## src/rtl/neopixel_strand_ctrl_gen.sv

```systemverilog
// neopixel_strand_ctrl_gen
// Single-wire WS2812-class strand driver with a double-buffered frame store.
// Hosts write colour bytes into a shadow buffer. send_it copies the shadow
// into an active buffer, which is then serialised on neo_data. Because only
// the active buffer is read during a frame, the next frame can be loaded
// while the current one is still being sent.
//
// Ports
//   clock          system clock, single domain
//   reset          synchronous, active-high
//   color_level    byte to write
//   color_index    0=red 1=green 2=blue 3=white
//   pixel_index    target pixel
//   load_color     write color_level into shadow[pixel_index][color_index]
//   clear_all      zero the whole shadow buffer (wins over load_color)
//   send_it        start a frame (accepted in IDLE only)
//   neo_data       registered serial output
//   ready_to_load  shadow accepts writes
//   ready_to_send  send_it is accepted this cycle
//   busy           frame or latch interval in progress
//
// state  | meaning
// IDLE   | line low, waiting for send_it
// HIGH   | high phase of the current bit (T1H or T0H cycles)
// LOW    | low phase of the current bit (T1L or T0L cycles)
// LATCH  | line held low for LATCH_CYCLES before the next frame
module neopixel_strand_ctrl_gen #(
   parameter int NUM_PIXELS   = 5,
   parameter int CHANNELS     = 3,
   parameter int T1H          = 35,
   parameter int T1L          = 30,
   parameter int T0H          = 18,
   parameter int T0L          = 40,
   parameter int LATCH_CYCLES = 2500,
   localparam int IDX_W       = (NUM_PIXELS > 1) ? $clog2(NUM_PIXELS) : 1
) (
   input  logic             clock,
   input  logic             reset,
   input  logic [7:0]       color_level,
   input  logic [1:0]       color_index,
   input  logic [IDX_W-1:0] pixel_index,
   input  logic             load_color,
   input  logic             clear_all,
   input  logic             send_it,
   output logic             neo_data,
   output logic             ready_to_load,
   output logic             ready_to_send,
   output logic             busy
);

   localparam int NB     = NUM_PIXELS * CHANNELS;
   localparam int NBITS  = NB * 8;
   localparam int BIT_W  = $clog2(NBITS + 1);
   localparam int BYTE_W = (NB > 1) ? $clog2(NB) : 1;
   localparam int MAX_H  = (T1H > T0H) ? T1H : T0H;
   localparam int MAX_L  = (T1L > T0L) ? T1L : T0L;
   localparam int MAX_HL = (MAX_H > MAX_L) ? MAX_H : MAX_L;
   localparam int MAX_T  = (MAX_HL > LATCH_CYCLES) ? MAX_HL : LATCH_CYCLES;
   localparam int CNT_W  = $clog2(MAX_T + 1);

   typedef enum logic [1:0] {S_IDLE, S_HIGH, S_LOW, S_LATCH} state_t;

   state_t             state_q, state_d;
   logic [CNT_W-1:0]   cnt_q, cnt_d;
   logic [BIT_W-1:0]   bit_cnt_q, bit_cnt_d;
   logic               neo_data_q, neo_data_d;
   logic [7:0]         shadow_q [NB];
   logic [7:0]         shadow_d [NB];
   logic [7:0]         active_q [NB];
   logic [7:0]         active_d [NB];
   logic [7:0]         cur_byte;
   logic               cur_bit;
   logic [CNT_W-1:0]   t_high_m1, t_low_m1;

   // Buffers are stored in wire order, so byte slot c of a pixel holds
   // G, R, B, W for c = 0..3. This maps a slot back to its color_index.
   function automatic logic [1:0] slot_color(input int c);
      case (c)
         0:       return 2'd1;
         1:       return 2'd0;
         2:       return 2'd2;
         default: return 2'd3;
      endcase
   endfunction

   // Out-of-range pixels and the white slot on RGB builds never match,
   // so those writes fall through untouched.
   always_comb begin
      shadow_d = shadow_q;
      if (clear_all) begin
         for (int i = 0; i < NB; i++) shadow_d[i] = '0;
      end else if (load_color) begin
         for (int p = 0; p < NUM_PIXELS; p++) begin
            for (int c = 0; c < CHANNELS; c++) begin
               if (pixel_index == IDX_W'(p) && color_index == slot_color(c))
                  shadow_d[p*CHANNELS + c] = color_level;
            end
         end
      end
   end

   assign cur_byte  = active_q[bit_cnt_q[3 +: BYTE_W]];
   assign cur_bit   = cur_byte[3'd7 - bit_cnt_q[2:0]];
   assign t_high_m1 = cur_bit ? CNT_W'(T1H - 1) : CNT_W'(T0H - 1);
   assign t_low_m1  = cur_bit ? CNT_W'(T1L - 1) : CNT_W'(T0L - 1);

   always_comb begin
      state_d   = state_q;
      cnt_d     = cnt_q;
      bit_cnt_d = bit_cnt_q;
      active_d  = active_q;
      case (state_q)
         S_IDLE: begin
            if (send_it) begin
               // snapshot includes any write made in this same cycle
               active_d  = shadow_d;
               bit_cnt_d = '0;
               cnt_d     = '0;
               state_d   = S_HIGH;
            end
         end
         S_HIGH: begin
            if (cnt_q == t_high_m1) begin
               cnt_d   = '0;
               state_d = S_LOW;
            end else begin
               cnt_d = cnt_q + 1'b1;
            end
         end
         S_LOW: begin
            if (cnt_q == t_low_m1) begin
               cnt_d = '0;
               if (bit_cnt_q == BIT_W'(NBITS - 1)) begin
                  state_d = S_LATCH;
               end else begin
                  bit_cnt_d = bit_cnt_q + 1'b1;
                  state_d   = S_HIGH;
               end
            end else begin
               cnt_d = cnt_q + 1'b1;
            end
         end
         S_LATCH: begin
            if (cnt_q == CNT_W'(LATCH_CYCLES - 1)) begin
               cnt_d   = '0;
               state_d = S_IDLE;
            end else begin
               cnt_d = cnt_q + 1'b1;
            end
         end
         default: state_d = S_IDLE;
      endcase
   end

   // The pin register trails the state by one cycle, so each phase on the
   // wire lasts exactly as many cycles as the state does.
   assign neo_data_d = (state_q == S_HIGH);

   always_ff @(posedge clock) begin
      if (reset) begin
         state_q    <= S_IDLE;
         cnt_q      <= '0;
         bit_cnt_q  <= '0;
         neo_data_q <= 1'b0;
         for (int i = 0; i < NB; i++) begin
            shadow_q[i] <= '0;
            active_q[i] <= '0;
         end
      end else begin
         state_q    <= state_d;
         cnt_q      <= cnt_d;
         bit_cnt_q  <= bit_cnt_d;
         neo_data_q <= neo_data_d;
         shadow_q   <= shadow_d;
         active_q   <= active_d;
      end
   end

   assign neo_data      = neo_data_q;
   assign ready_to_load = !reset;
   assign ready_to_send = !reset && (state_q == S_IDLE);
   assign busy          = !reset && (state_q != S_IDLE);

endmodule
```

## config.mk

```make
export PLATFORM = sky130hd
export DESIGN_NAME = neopixel_strand_ctrl_gen
export DESIGN_NICKNAME = d
export VERILOG_FILES = /design/src/rtl/neopixel_strand_ctrl_gen.sv
export SDC_FILE = /design/constraint.sdc
export NUM_CORES = 1
export LEC_CHECK = 0
export CAP_MARGIN = 30
export CORE_MARGIN = 5
export CORE_UTILIZATION = 62
export DETAILED_ROUTE_END_ITERATION = 8
export GPL_TIMING_DRIVEN = 0
export HOLD_SLACK_MARGIN = 0.06
export PLACE_DENSITY = 0.79
export SETUP_SLACK_MARGIN = 0.4
export SLEW_MARGIN = 5
export SYNTH_ARGS = -nofsm -noshare
export SYNTH_HDL_FRONTEND = slang
export SYNTH_SLANG_ARGS = --single-unit
export TNS_END_PERCENT = 1
```

## constraint.sdc

```tcl
create_clock -name clock -period 4.1 [get_ports clock]
set_input_delay 0.82 -clock clock [delete_from_list [all_inputs] [get_ports clock]]
set_output_delay 0.82 -clock clock [all_outputs]
set_load 0.005 [all_outputs]
```

==> impl_metrics.json <==
{
  "status": "finished clean",
  "area_delta_synth_final_pct": 12.6,
  "hold_path_class": "register to register",
  "cts_buffer_depth": 3,
  "required_ns": 4.56,
  "clkTransAtPathRegs_ns": 0.06,
  "crit_start": "bit_cnt_q[3]",
  "grt_pass1_wl_um": 50000,
  "slew_headroom_pct": 40.7,
  "ys.flop_type": "dfxtp_1",
  "hold_buffers": 0,
  "syn_area_um2": 11200,
  "grt_max_degree": 14,
  "drv_slew": 0,
  "worst_slew_pin_slew_ns": 0.889,
  "p_per_area_nw_per_um2": 436,
  "synth_common_cells": "262 x dfxtp_1, 250 x nor3_1, 149 x nor2_1, 147 x mux2i_1, 133 x a21oi_1",
  "clkLatencyLatePin_ns": 0.54,
  "startpoint_type": "register",
  "slowest_delay_ns": 0.43,
  "synth_top_area_share_pct": 46.7,
  "grt_use_total_pct": 30.5,
  "initial_core_util_pct": 62.8,
  "synth_area_per_cell_um2": 8.87,
  "cts-htree-levels": 1,
  "netlist_top_cells_area": "dfxtp_1 47%, mux2i_1 13%, nor3_1 11%, a21oi_1 5.9%, nor2_1 5.0%",
  "num_vias": 9871,
  "synth_nets": 1287,
  "yosys_warnings": 0,
  "cts_setup_buffers": 0,
  "yosysUniqueCellTypes": 57,
  "crit_buf_inv": 4,
  "fp-row-count": 49,
  "antenna_found_initial": 0,
  "path_cells": "buf_6 > buf_12 > buf_6 > mux2i_1 > a22oi_1 > a41oi_1 > o41a_1 > o21ai_1 > o31a_4 > mux2i_1 > clkbuf_1 > o21ai_0 > a22oi_1",
  "drtIter0Drc": 879,
  "setup-violations-final": 0,
  "die_y_um": 145,
  "post-route-period-util_pct": 87.8,
  "rsz0062_at_grt": "yes",
  "place_congestion": 1.04,
  "synth-edff-count": 0,
  "yosysMostFrequentCell": "dfxtp_1",
  "root_buffer": "clkbuf_16",
  "via_per_inst": 6.30,
  "rr_startpoint": "bit_cnt_q[3]",
  "die_w_um": 145,
  "fin_area_um2": 12700,
  "max_freq_mhz": 278,
  "hold_slack_ns": 0.486,
  "min_from": "active_q[4]",
  "dr.pass1.iters": 6,
  "diodes": 0,
  "grt_pass1_vias": 9481,
  "p_leak_nw": 4.86,
  "arrival_ns": 4.06,
  "slowest_stage": "mux2i_1",
  "placed_cell_area_um2": 11700,
  "ys_seq_elements": 262,
  "dieArea_um2": 20900,
  "period_minus_slack_ns": 3.60,
  "hold_violations": 0,
  "dp_hpwl_um": 22600,
  "yosysSeqAreaShare_pct": 46.7,
  "synthArstFlopShare_pct": 0,
  "worstSetupEndpointType": "register",
  "drc_errors": 0,
  "wirelength_um": 31900,
  "crit_type": "register to register",
  "syn_inst": 1267,
  "drtAntennaViolNets": 0,
  "synth.largest_area_cell": "dfxtp_1",
  "overflow": 0,
  "cap_violations": 0,
  "fin_tns_setup_ns": 0,
  "cp_top_family": "compound AO/OA/AOI/OAI gates",
  "clock_sinks": 262,
  "drive_gt1_share_pct": 6.28,
  "peakVddDrop_v": 0.000449,
  "ctsResizeCount": 1,
  "post_drt_wl_per_cell_um": 20.4,
  "io-pin-count": 22,
  "core_um2": 17900,
  "worstPathMaxFanout": 10,
  "fill_cells": 1432,
  "io_buffers": 20,
  "finalNetCount": 1337,
  "numCtsBuffers": 27,
  "cts_tree": "built",
  "clock-skew-final_ns": 0.00839
}
flip-flops by register name, summed over array words and instances, names as in the netlist:
register	count
active_q	120
shadow_q	120
cnt_q	12
bit_cnt_q	7
state_q	2
neo_data	1
report_power, final:
group | total (mW) | leakage [nW] | switching [mW] | internal (mW)
combinational | 0.436 | 2.29 | 0.340 | 0.0963
clock | 2.51 | 0.456 | 1.00 | 1.50
sequential | 2.57 | 2.11 | 0.0131 | 2.56
cell type report:
type                    instances  area [um2]  share of cell area (%)
plain buffers                 113         495                    3.92
clock buffers                  38         777                    6.14
clock inverters                11         134                    1.06
inverters                      12        45.0                   0.356
multi-input cells             880        5460                    43.2
flip-flops and latches        262        5250                    41.4
well taps                     229         287                    2.26
repair buffers                 21         208                    1.64
cell families (layout without fill, tap and decap cells):
logic type	after synthesis	after routing	share of synthesized area (%)
compound gates	200	200	10.5
fa+ha+maj	2	2	0.223
mux	168	168	16.9
flops	262	262	46.7
xor+xnor	1	1	0.0779
buf+inv	125	195	4.79
simple gates	509	509	20.9
per-stage QoR:
step	setup slack [ns]	power, mW	util, %	instances
floorplan	1.11	2.90	-	1267
global placement	0.128	3.05	65.5	1516
detailed placement	0.141	3.05	65.6	1517
CTS	0.412	5.52	70.7	1566
global route	0.320	5.68	70.7	1566
finish	0.498	5.52	70.7	1566
layout by cell type (no fill, tap or decap), types with 4 or more instances in the layout:
cell / n
clkbuf_16: 27
clkbuf_1: 103
nor3b_1: 4
nor2b_1: 7
o221ai_1: 4
mux2_2: 4
clkbuf_8: 6
inv_1: 12
nor2_1: 149
buf_6: 6
mux2i_1: 147
dfxtp_1: 262
a21oi_1: 133
nand2_1: 64
a311oi_1: 5
o21ai_0: 11
or3_1: 5
nand3_1: 11
nor3_1: 249
and2_1: 4
clkdlybuf4s50_1: 20
a22oi_1: 9
mux4_2: 14
clkinv_2: 7
a31oi_1: 5
buf_2: 6
final timing paths:
path / to / slack [ns] / cells past startpoint
worst max-delay path: cnt_q[2] / 0.50 / 13
worst max register to register: cnt_q[2] / 0.50 / 13
worst min register to register: active_q[4] / 0.49 / 2
worst min-delay path: active_q[4] / 0.49 / 2
worst register-to-register path, cell delays in order, from the launching register on:
cell      delay, ns
dfxtp_1        0.33
buf_6          0.14
buf_12         0.15
buf_6          0.19
mux2i_1        0.32
a22oi_1        0.16
a41oi_1        0.37
o41a_1         0.22
o21ai_1        0.07
o31a_4         0.41
mux2i_1        0.43
clkbuf_1       0.40
o21ai_0        0.17
a22oi_1        0.15
metal layers:
metal | vias up | wire length [um] | global-route usage, %
li1 | 4636 | - | -
met1 | 4699 | 13100 | 40.4
met2 | 426 | 14700 | 50.1
met3 | 110 | 2520 | 5.26
met4 | 0 | 1530 | 12.0
met5 | - | 0 | 0
Power figures use the tool's default switching activity.
